<file path="src/rtl/uart_pkg.sv">
// rtl/uart_pkg.sv - shared UART constants, state encoding and helpers
package uart_pkg;

  typedef enum logic [1:0] {
    IDLE  = 2'd0,
    START = 2'd1,
    DATA  = 2'd2,
    STOP  = 2'd3
  } uart_state_e;

  localparam int OSR       = 16;
  localparam int DATA_BITS = 8;

  localparam logic [3:0] SMP_LO  = 4'd7;
  localparam logic [3:0] SMP_MID = 4'd8;
  localparam logic [3:0] SMP_HI  = 4'd9;

  // Two-of-three vote over the samples taken around mid-bit.
  function automatic logic majority3(input logic [2:0] v);
    return (v[0] & v[1]) | (v[0] & v[2]) | (v[1] & v[2]);
  endfunction

endpackage

</file>
<file path="src/rtl/baud_tick_gen.sv">
// rtl/baud_tick_gen.sv - oversample tick divider with phase clear
module baud_tick_gen #(
  parameter int TICK_DIV = 10
) (
  input  logic sysclk,
  input  logic reset,
  input  logic clr,
  output logic tick
);

  localparam int            CW   = (TICK_DIV > 1) ? $clog2(TICK_DIV) : 1;
  localparam logic [CW-1:0] LAST = CW'(TICK_DIV - 1);

  logic [CW-1:0] cnt;

  // Free-running divider; clr restarts the phase so ticks line up with a start edge.
  always_ff @(posedge sysclk) begin
    if (!reset) begin
      cnt <= '0;
    end else if (clr || (cnt == LAST)) begin
      cnt <= '0;
    end else begin
      cnt <= cnt + CW'(1);
    end
  end

  assign tick = (cnt == LAST) && !clr;

endmodule

</file>
<file path="src/rtl/uart_rx.sv">
// rtl/uart_rx.sv - 8N1 receiver with 16x oversampling and majority vote
module uart_rx
  import uart_pkg::*;
#(
  parameter int CLK_FREQ = 100_000_000,
  parameter int BAUD     = 9600
) (
  input  logic       sysclk,
  input  logic       reset,
  input  logic       rxd,
  output logic [7:0] rx_data,
  output logic       rx_valid,
  input  logic       rx_ack,
  output logic       frame_err,
  output logic       overrun,
  output logic       busy
);

  localparam int RAW_DIV  = CLK_FREQ / (BAUD * OSR);
  localparam int TICK_DIV = (RAW_DIV < 1) ? 1 : RAW_DIV;
  localparam int BCW      = $clog2(DATA_BITS);

  uart_state_e          state_q, state_d;
  logic                 rxd_m, rxd_s;
  logic                 tick;
  logic [3:0]           scnt_q;
  logic [BCW-1:0]       bitcnt_q;
  logic [2:0]           smp_q;
  logic [DATA_BITS-1:0] shreg_q;
  logic                 armed_q;

  logic start_go, decide, wrap, maj;
  logic deliver, fe_set, ovr_set;

  // Two-flop synchroniser; resets to the idle-high line level.
  always_ff @(posedge sysclk) begin
    if (!reset) begin
      rxd_m <= 1'b1;
      rxd_s <= 1'b1;
    end else begin
      rxd_m <= rxd;
      rxd_s <= rxd_m;
    end
  end

  baud_tick_gen #(.TICK_DIV(TICK_DIV)) u_tick (
    .sysclk (sysclk),
    .reset  (reset),
    .clr    (start_go),
    .tick   (tick)
  );

  // Next-state and event decode; bit decisions happen on the tick where scnt becomes 10.
  always_comb begin
    state_d  = state_q;
    start_go = 1'b0;
    decide   = tick && (scnt_q == SMP_HI);
    wrap     = tick && (scnt_q == 4'(OSR - 1));
    maj      = majority3(smp_q);
    deliver  = 1'b0;
    fe_set   = 1'b0;
    ovr_set  = 1'b0;
    case (state_q)
      IDLE: begin
        if (!rxd_s && armed_q) begin
          start_go = 1'b1;
          state_d  = START;
        end
      end
      START: begin
        if (decide && maj) begin
          state_d = IDLE;
        end else if (wrap) begin
          state_d = DATA;
        end
      end
      DATA: begin
        if (wrap && (bitcnt_q == BCW'(DATA_BITS - 1))) begin
          state_d = STOP;
        end
      end
      STOP: begin
        if (decide) begin
          state_d = IDLE;
          deliver = maj;
          fe_set  = !maj;
          ovr_set = maj && rx_valid && !rx_ack;
        end
      end
      default: state_d = IDLE;
    endcase
  end

  // State register.
  always_ff @(posedge sysclk) begin
    if (!reset) begin
      state_q <= IDLE;
    end else begin
      state_q <= state_d;
    end
  end

  // Sample counter, mid-bit samples, bit counter, shifter and break re-arm.
  always_ff @(posedge sysclk) begin
    if (!reset) begin
      scnt_q   <= '0;
      smp_q    <= '0;
      bitcnt_q <= '0;
      shreg_q  <= '0;
      armed_q  <= 1'b0;
    end else begin
      if (start_go) begin
        scnt_q <= '0;
      end else if (tick) begin
        scnt_q <= scnt_q + 4'd1;
      end
      if (tick && (scnt_q == SMP_LO - 4'd1))  smp_q[0] <= rxd_s;
      if (tick && (scnt_q == SMP_MID - 4'd1)) smp_q[1] <= rxd_s;
      if (tick && (scnt_q == SMP_HI - 4'd1))  smp_q[2] <= rxd_s;
      if ((state_q == START) && wrap) begin
        bitcnt_q <= '0;
      end else if ((state_q == DATA) && wrap) begin
        bitcnt_q <= bitcnt_q + BCW'(1);
      end
      if ((state_q == DATA) && decide) begin
        shreg_q <= {maj, shreg_q[DATA_BITS-1:1]};
      end
      if (fe_set) begin
        armed_q <= 1'b0;
      end else if ((state_q == IDLE) && rxd_s) begin
        armed_q <= 1'b1;
      end
    end
  end

  // Output holding register and sticky flags; a set in the same cycle beats an ack clear.
  always_ff @(posedge sysclk) begin
    if (!reset) begin
      rx_data   <= '0;
      rx_valid  <= 1'b0;
      frame_err <= 1'b0;
      overrun   <= 1'b0;
    end else begin
      if (deliver) begin
        if (!rx_valid || rx_ack) begin
          rx_data  <= shreg_q;
          rx_valid <= 1'b1;
        end
      end else if (rx_ack) begin
        rx_valid <= 1'b0;
      end
      if (ovr_set) begin
        overrun <= 1'b1;
      end else if (rx_ack) begin
        overrun <= 1'b0;
      end
      if (fe_set) begin
        frame_err <= 1'b1;
      end else if (rx_ack) begin
        frame_err <= 1'b0;
      end
    end
  end

  assign busy = (state_q != IDLE);

endmodule
</file>
<file path="config.mk">
export PLATFORM = sky130hd
export DESIGN_NAME = uart_rx
export DESIGN_NICKNAME = d
export VERILOG_FILES = /design/src/rtl/uart_pkg.sv /design/src/rtl/baud_tick_gen.sv /design/src/rtl/uart_rx.sv
export SDC_FILE = /design/constraint.sdc
export NUM_CORES = 1
export LEC_CHECK = 0
export ABC_AREA = 1
export CAP_MARGIN = 20
export CORE_MARGIN = 4
export CORE_UTILIZATION = 30
export DETAILED_ROUTE_END_ITERATION = 16
export HOLD_SLACK_MARGIN = 0.15
export PLACE_DENSITY_LB_ADDON = 0.3
export SLEW_MARGIN = 10
export SYNTH_ARGS = -nofsm -noshare
export SYNTH_HDL_FRONTEND = slang
export SYNTH_SLANG_ARGS = --single-unit
</file>
<file path="constraint.sdc">
create_clock -name sysclk -period 3.6 [get_ports sysclk]
set_input_delay 0.72 -clock sysclk [delete_from_list [all_inputs] [get_ports sysclk]]
set_output_delay 0.72 -clock sysclk [all_outputs]
set_load 0.02 [all_outputs]
</file>
==> results of run 1 <==
[cell families after synthesis]
family                   after synthesis  share of synthesized area
flip-flops                            44                      0.444
AO/OA/AOI/OAI                         53                      0.155
AND/OR/NAND/NOR                       97                      0.254
adder cells (fa/ha/maj)                8                     0.0505
buffers and inverters                 43                     0.0871
XOR/XNOR                               2                    0.00884
[report_power, final]
group / internal [mW] / total, mW / leakage, nW / switching, mW
Sequential: 0.492 / 0.497 / 0.356 / 0.00492
Clock: 0.227 / 0.400 / 0.0614 / 0.173
Combinational: 0.0118 / 0.0304 / 0.493 / 0.0187
Total: 0.730 / 0.927 / 0.910 / 0.197
[how the worst max path moves through the flow]
stage                        startpoint  depth (start not counted)  slack (ns)            end
after floorplan           u_tick.cnt[0]                          9        2.07     shreg_q[5]
after global placement            reset                          6        1.29  u_tick.cnt[4]
after detailed placement          reset                          6        1.23  u_tick.cnt[8]
after CTS                    state_q[0]                          3        1.29           busy
after global routing         state_q[0]                          3        1.23           busy
final                        state_q[0]                          3        1.31           busy
[cell type report]
type,count,area (µm²)
clock buffers,6,82.6
clock inverters,2,38.8
fillers,663,4050
inverters,40,153
multi-input cells,160,928
flip-flops and latches,44,881
well taps,77,96.3
repair buffers,16,158
[through the flow]
step                      utilization  instance area, µm²  std cells
after floorplan                     -                1980        247
after global placement          0.347                2220        337
after global routing            0.366                2340        345
after CTS                       0.366                2340        345
final                           0.366                2340        345
after detailed placement        0.347                2220        337
[sequential cells by signal, summed over array words and instances, names as in the netlist, named ones only]
register    flops
scnt_q          4
overrun         1
rxd_m           1
rx_data         8
u_tick.cnt     10
armed_q         1
smp_q           3
bitcnt_q        3
rxd_s           1
rx_valid        1
shreg_q         8
frame_err       1
state_q         1
[routing by layer]
layer	vias up	track usage
li1	847	-
met1	677	0.132
met2	21	0.149
met3	4	0.0258
met4	0	0.0447
met5	-	0
[cells in the final DEF (no fill, tap or decap), types with 2 or more instances in the layout]
master | Yosys | routed
dfxtp_1 | 44 | 44
inv_2 | 3 | 3
o211ai_1 | 2 | 2
nand3_1 | 9 | 9
inv_1 | 35 | 35
nand3_4 | 2 | 2
nand2_1 | 23 | 23
or2_2 | 2 | 2
nor3b_1 | 2 | 2
nor2_4 | 2 | 2
o21ai_0 | 10 | 10
nor2_1 | 37 | 37
xor2_1 | 2 | 2
clkbuf_8 | 0 | 6
nor3_1 | 5 | 5
nand4_1 | 5 | 5
o21ai_1 | 9 | 9
o21ai_2 | 2 | 2
clkdlybuf4s50_1 | 0 | 15
a21oi_2 | 2 | 2
a211oi_2 | 2 | 2
ha_1 | 8 | 8
nor2_2 | 5 | 5
a21oi_1 | 23 | 23
[worst max-delay path: stages, from the launching register on]
cell,delay [ns]
dfxtp_1,0.48
nor2_2,0.09
inv_1,0.09
clkdlybuf4s50_1,0.61
==> results.py, run 1 <==
metrics = {
    "outcome": {
        "status": "completed",
    },
    "global_routing": {
        "grt_pass1_wl_mm": 6.07,
        "track_usage": 0.0988,
        "grt-ovfl-total": 0,
        "grt_pass1_vias": 1395,
        "grt_max_degree": 22,
        "antenna_found_initial": 0,
    },
    "drt": {
        "num_vias": 1549,
        "top_layer_used": "met4",
        "viasPerCell": 4.49,
        "drt_wl_total_mm": 3.60,
        "routed-wl-met3_um": 146,
        "drt_iter0_markers": 101,
        "wl_met2_mm": 1.55,
        "drc_errors": 0,
        "first_pass_iters": 4,
        "routedWlPerCell_um": 10.4,
        "ant_nets": 0,
        "wirelength_met1_mm": 1.86,
    },
    "clocking": {
        "numCtsBuffers": 5,
        "clkSlewWorstSetupHoldPaths_ns": 0.09,
        "post_cts_resized": 0,
        "cts_sinks": 44,
        "cts_tree": "built",
        "htree_num_levels": 2,
        "insertion_delay_ns": 0.30,
        "post-cts-setup-buffers": 0,
        "cts_buffer_depth": 2,
        "clockRootBuffer": "clkbuf_8",
        "cts_hold_buffers": 0,
    },
    "hold_path": {
        "worst_hold_path.endpoint": "rxd_s",
        "hp-class": "flop to flop",
        "min-delay-start": "rxd_m",
        "holdPathStages": 1,
    },
    "floorplan": {
        "start_util": 0.310,
        "core_area_mm2": 0.00639,
        "ioPinCount": 16,
        "die-area_mm2": 0.00797,
        "die_x_um": 89.3,
        "rows": 29,
        "die_y_um": 89.3,
    },
    "synthesis": {
        "synth_flop_cell": "dfxtp_1",
        "synth-edff-count": 0,
        "synth-warning-count": 0,
        "yosysMostFrequentCell": "dfxtp_1",
        "syn-num-nets": 259,
        "syn_area_mm2": 0.00198,
        "synthTopCellsByArea": "dfxtp_1 (44%), nor2_1 (7.0%), inv_1 (6.6%)",
        "avgSynthCellArea_um2": 8.02,
        "ys_seq_area_frac": 0.444,
        "synthDominantCellAreaShare": 0.444,
        "yosys_register_bits": 44,
        "synth_cell_types": 35,
        "ys_async_sr_fraction": 0,
        "netlist_top_cells_count": "dfxtp_1 (44), nor2_1 (37), inv_1 (35)",
        "synthCells": 247,
        "synth_top_area_cell": "dfxtp_1",
    },
    "cells_and_area": {
        "fin_nets": 279,
        "antenna_cells": 0,
        "area_growth_pct": 17.9,
        "layout-drive-gt1-share": 0.123,
    },
    "sta": {
        "fin_skew_ns": 0.00977,
        "slew_viol_final": 0,
        "max_slew_margin": 0.569,
        "tns_ns": 0,
        "fin_ws_ns": 1.31,
        "setup_violations": 0,
        "fin_crit_ns": 2.29,
        "worst_pin_slew_ns": 0.640,
        "holdWs_ns": 0.434,
        "min_period_over_period": 0.636,
        "final_hold_viol_count": 0,
        "rsz0062_at_grt": "no",
        "max_freq_mhz": 437,
    },
    "run": {
        "maxCapViolations": 0,
    },
    "pwr": {
        "leakage_nw": 0.910,
        "powerDensity_mw_per_mm2": 397,
        "peakVddDrop_mv": 0.171,
        "power_mw": 0.927,
    },
    "placed_design": {
        "portBuffers": 15,
        "post-place-ws_ns": 1.23,
        "place_hpwl_mm": 2.71,
        "gp_congestion": 0.763,
    },
    "setup_path": {
        "r2r_slack_ns": 1.71,
        "reg2reg_depth": 11,
        "cp.arrival_ns": 1.57,
        "r2r-end": "rx_data[2]",
        "startpoint_type": "flop",
        "endpoint_kind": "primary output",
        "crit_fanout": 6,
        "path_class": "flop to primary output",
        "rr_startpoint": "u_tick.cnt[0]",
        "required_ns": 2.88,
    },
}
Power figures use the tool's default switching activity.
==> run 2, diff against run 1 <==
==> constraint.sdc (replaced) <==
create_clock -name sysclk -period 1.9 [get_ports sysclk]
set_input_delay 0.38 -clock sysclk [delete_from_list [all_inputs] [get_ports sysclk]]
set_output_delay 0.38 -clock sysclk [all_outputs]
set_load 0.02 [all_outputs]
==> run 2 against run 1 <==
Non-clock buffer count increased by 6. Combinational power increased by 90%. Global-route usage increased by 0.17 points. Utilization increased by 0.82 points. Count of clock-buffer cells in the layout decreased by 1. Clock power increased by 85%. Die area unchanged. Critical path type is now flop to flop.
==> results.py, run 2 (synthesis gave the netlist of run 1 again) <==
metrics = {
    "pwr": {
        "netSwitchingPower_mw": 0.386,
        "intPower_mw": 1.35,
        "power_frac_comb": 0.033,
        "power_mw": 1.74,
        "leakage_nw": 0.947,
        "swShare": 0.222,
        "p_clk_frac": 0.425,
        "seq_power_share": 0.542,
        "peakVddDrop_mv": 0.282,
        "powerDensity_mw_per_mm2": 727,
    },
    "sta": {
        "worst_pin_slew_ns": 0.411,
        "final_hold_viol_count": 0,
        "fin_crit_ns": 1.68,
        "max_slew_margin": 0.725,
        "tns_ns": 0,
        "max_freq_mhz": 596,
        "setup_violations": 0,
        "fin_skew_ns": 0.0113,
        "min_period_over_period": 0.884,
        "slew_viol_final": 0,
        "rsz0062_at_grt": "no",
    },
    "drt": {
        "drc_errors": 0,
        "ant_nets": 0,
        "first_pass_iters": 4,
        "routedWlPerCell_um": 10.1,
        "drt_wl_total_mm": 3.55,
        "viasPerCell": 4.46,
        "drt_iter0_markers": 64,
        "num_vias": 1564,
    },
    "setup_path": {
        "startpoint_type": "flop",
        "endpoint_kind": "flop",
        "cp.arrival_ns": 1.92,
        "required_ns": 2.14,
        "path_class": "flop to flop",
        "crit_fanout": 9,
    },
    "floorplan": {
        "die-area_mm2": 0.00797,
        "core_area_mm2": 0.00639,
        "die_y_um": 89.3,
        "rows": 29,
        "start_util": 0.310,
        "die_x_um": 89.3,
        "ioPinCount": 16,
    },
    "cells_and_area": {
        "area_growth_pct": 20.6,
        "reg_top3": "u_tick.cnt (10), rx_data (8), shreg_q (8)",
        "final_common_cell": "dfxtp_1",
        "layout-drive-gt1-share": 0.146,
        "fin_nets": 285,
        "antenna_cells": 0,
        "largest_register": "u_tick.cnt",
        "largest_register_ffs": 10,
        "final_cell_mix": "dfxtp_1 (43), nor2_1 (37), inv_1 (35), nand2_1 (23), a21oi_1 (23)",
    },
    "global_routing": {
        "grt-ovfl-total": 0,
        "grt_max_degree": 21,
        "grt_pass1_vias": 1385,
        "grt_pass1_wl_mm": 6.24,
        "antenna_found_initial": 0,
        "track_usage": 0.101,
    },
    "run": {
        "maxCapViolations": 0,
    },
    "clocking": {
        "cts_buffer_depth": 2,
        "htree_num_levels": 2,
        "cts_sinks": 44,
        "insertion_delay_ns": 0.30,
        "post-cts-setup-buffers": 0,
        "numCtsBuffers": 5,
        "clkSlewWorstSetupHoldPaths_ns": 0.09,
        "cts_tree": "built",
        "clockRootBuffer": "clkbuf_8",
    },
    "placed_design": {
        "portBuffers": 15,
        "gp_congestion": 0.786,
        "place_hpwl_mm": 2.70,
    },
    "outcome": {
        "status": "completed",
    },
    "hold_path": {
        "hp-class": "flop to flop",
    },
}
-- run 2: final timing paths --
path	start	to	slack, ns	depth (start not counted)
hold / removal	rxd_m	rxd_s	0.43	1
setup / recovery	scnt_q[1]	shreg_q[2]	0.22	9
hold reg to reg	rxd_m	rxd_s	0.43	1
setup reg to reg	scnt_q[1]	shreg_q[2]	0.22	9
-- run 2: per-stage QoR --
| step | utilization | setup WS (ns) | hold slack (ns) | cells | cell area (µm²) |
|---|---|---|---|---|---|
| final | 0.374 | 0.221 | 0.425 | 351 | 2390 |
| after global routing | 0.374 | 0.0112 | 0.444 | 351 | 2390 |
| after floorplan | - | 0.369 | 0.393 | 247 | 1980 |
| after detailed placement | 0.356 | 0.195 | 0.398 | 343 | 2270 |
| after global placement | 0.356 | 0.235 | 0.397 | 343 | 2270 |
| after CTS | 0.374 | 0.198 | 0.422 | 351 | 2390 |
-- run 2: critical path, cell delays in order (launching register included) --
cell and delay [ns]:
dfxtp_1 0.34, inv_1 0.10, ha_1 0.15, inv_1 0.04
nor2_2 0.16, nand4_4 0.15, nor3_4 0.35, buf_4 0.19
o21ai_1 0.05, a21oi_1 0.10
-- run 2: cell type report --
cell class | instances | area [µm²]
Clock buffer | 5 | 68.8
Sequential cell | 44 | 882
Tap cell | 77 | 96.3
Clock inverter | 3 | 47.5
Timing Repair Buffer | 22 | 214
Inverter | 40 | 153
Fill cell | 648 | 4000
Multi-Input combinational cell | 160 | 928
-- run 2: layer usage --
layer	up-vias	track usage	routed length, µm
li1	851	-	-
met1	689	0.144	1910
met2	19	0.137	1460
met3	5	0.0304	114
met4	0	0.0447	76
met5	-	0	0
-- run 2: timing repair --
action,in CTS,in global routing
endpoints found under the hold margin,0,0
setup endpoints to repair,1,0
gates resized for setup,2,0
hold buffers,0,0
-- run 2: power groups by stage --
stage	Clock (mW)	Sequential (mW)	Combinational [mW]
3_3_place_gp	0	0.963	0.0592
2_1_floorplan	0	0.961	0.0387
4_1_cts	0.758	0.941	0.0586
3_5_place_dp	0	0.963	0.0590
6_report	0.738	0.941	0.0577
5_1_grt	0.792	0.943	0.0643
==> run 3, diff against run 2 <==
--- a/config.mk
+++ b/config.mk
@@ -6,9 +6,9 @@
 export NUM_CORES = 1
 export LEC_CHECK = 0
 export ABC_AREA = 1
-export CAP_MARGIN = 20
+export CAP_MARGIN = 5
 export CORE_MARGIN = 4
-export CORE_UTILIZATION = 30
+export CORE_UTILIZATION = 42
 export DETAILED_ROUTE_END_ITERATION = 16
 export HOLD_SLACK_MARGIN = 0.15
 export PLACE_DENSITY_LB_ADDON = 0.3
==> run 3 against run 2 <==
Combinational power rose by 1%. Count of clock-buffer cells in the layout did not move. Power rose by 14%. Design area rose by 0.94%. Critical path depth rose by 2. Non-clock buffer count rose by 1. Hold slack got worse by 0.0052 ns. Critical endpoint is now rx_data[2].
==> results.py, run 3 (synthesis gave the netlist of run 1 again) <==
metrics = {
    "sta": {
        "fin_crit_ns": 1.66,
        "slew_viol_final": 0,
        "final_hold_viol_count": 0,
        "tns_ns": 0,
        "worst_pin_slew_ns": 0.353,
        "rsz0062_at_grt": "no",
        "fin_skew_ns": 0.0114,
        "max_freq_mhz": 603,
        "setup_violations": 0,
        "max_slew_margin": 0.764,
        "min_period_over_period": 0.872,
    },
    "cells_and_area": {
        "final_common_cell": "dfxtp_1",
        "largest_register_ffs": 10,
        "layout-drive-gt1-share": 0.149,
        "antenna_cells": 0,
        "largest_register": "u_tick.cnt",
        "area_growth_pct": 21.7,
        "fin_area_mm2": 0.00241,
        "fillers": 411,
        "seq_area_um2": 882,
        "reg_top3": "u_tick.cnt (10), rx_data (8), shreg_q (8)",
        "final_cell_mix": "dfxtp_1 (43), nor2_1 (37), inv_1 (35), nand2_1 (23), a21oi_1 (23)",
        "fin_nets": 286,
        "finalCoreUtilization": 0.539,
        "multiInputGateArea_um2": 928,
    },
    "clocking": {
        "htree_num_levels": 2,
        "insertion_delay_ns": 0.30,
        "cts_buffer_depth": 2,
        "clkSlewWorstSetupHoldPaths_ns": 0.09,
        "cts_hold_buffers": 0,
        "cts_tree": "built",
        "cts_sinks": 44,
        "clockRootBuffer": "clkbuf_8",
        "numCtsBuffers": 5,
    },
    "floorplan": {
        "rows": 24,
        "start_util": 0.443,
        "die_x_um": 76.7,
        "core_area_mm2": 0.00447,
        "die_y_um": 76.7,
        "ioPinCount": 16,
        "die-area_mm2": 0.00588,
    },
    "setup_path": {
        "startpoint_type": "flop",
        "cpMostUsedCell": "inv_1",
        "cp.arrival_ns": 1.90,
        "path_class": "flop to flop",
        "crit_path_top_delay_cell": "dfxtp_1",
        "critPathBufInv": 4,
        "endpoint_kind": "flop",
        "required_ns": 2.14,
        "path_delay_family": "simple AND/OR/NAND/NOR gates",
        "crit_fanout": 10,
        "worstPathCellList": "inv_1 -> ha_1 -> inv_1 -> nor2_2 -> nand4_4 -> inv_2 -> nand3_4 -> nor2_4 -> buf_4 -> o21ai_1 -> nor2_1",
        "max_stage_delay_ns": 0.34,
    },
    "global_routing": {
        "grt_pass1_wl_mm": 6.47,
        "track_usage": 0.134,
        "antenna_found_initial": 0,
        "grt-ovfl-total": 0,
        "grt_max_degree": 21,
        "grt_pass1_vias": 1437,
    },
    "drt": {
        "drt_iter0_markers": 76,
        "drc_errors": 0,
        "drt_wl_total_mm": 3.70,
        "num_vias": 1595,
        "routedWlPerCell_um": 11.3,
        "ant_nets": 0,
        "first_pass_iters": 4,
        "viasPerCell": 4.88,
    },
    "pwr": {
        "peakVddDrop_mv": 0.566,
        "powerDensity_mw_per_mm2": 823,
        "leakage_nw": 0.986,
    },
    "placed_design": {
        "dpl_cell_area_mm2": 0.00222,
        "place_hpwl_mm": 2.68,
        "portBuffers": 15,
        "gp_congestion": 0.838,
    },
    "run": {
        "maxCapViolations": 0,
    },
    "outcome": {
        "status": "completed",
    },
    "hold_path": {
        "hp-class": "flop to flop",
    },
}
-- run 3: path summary, 6_finish.rpt --
kind,from,end,slack [ns],cells past startpoint
min reg2reg,rxd_m,rxd_s,0.42,1
max,scnt_q[1],rx_data[2],0.24,11
min,rxd_m,rxd_s,0.42,1
max reg2reg,scnt_q[1],rx_data[2],0.24,11
-- run 3: worst register-to-register path, stage by stage (launching register included) --
cell     delay (ns)
dfxtp_1        0.34
inv_1          0.10
ha_1           0.14
inv_1          0.04
nor2_2         0.16
nand4_4        0.15
inv_2          0.11
nand3_4        0.08
nor2_4         0.11
buf_4          0.20
o21ai_1        0.08
nor2_1         0.09
-- run 3: power by group --
part	switching, mW	internal, mW	leakage (nW)	total (mW)
Combinational	0.0352	0.0231	0.551	0.0583
Sequential	0.00959	0.932	0.356	0.941
Clock	0.328	0.658	0.0784	0.986
Total	0.373	1.61	0.986	1.99
-- run 3: per-stage QoR --
stage               setup WS [ns]  hold WS (ns)  instances  power, mW
CTS                       0.00610         0.421        325       2.01
detailed placement          0.199         0.400        317       1.02
floorplan                   0.369         0.393        247       1.00
global placement            0.226         0.397        317       1.02
global route               0.0494         0.458        327       2.06
finish                      0.242         0.420        327       1.99
-- run 3: what timing repair did --
action	4_1_cts	5_1_grt
buffers inserted	0	2
resized for setup	1	1
endpoints found under the setup margin	1	3
pin swaps	0	1
-- run 3: cell type report --
| cell class | instances | area share |
|---|---|---|
| clock buffers | 5 | 0.0285 |
| repair buffers | 23 | 0.0934 |
| multi-input cells | 160 | 0.385 |
| well taps | 52 | 0.0270 |
| flip-flops and latches | 44 | 0.366 |
| clock inverters | 3 | 0.0373 |
| inverters | 40 | 0.0633 |
-- run 3: per-layer routing --
layer  GRT usage  wire, µm  vias to the layer above  part of all wire
met1       0.194      1990                      710              0.54
met3      0.0351       135                        6             0.037
met4      0.0489        49                        0             0.013
met2       0.188      1520                       21              0.41
li1            -         -                      858                 -
met5           0         0                        -                 0
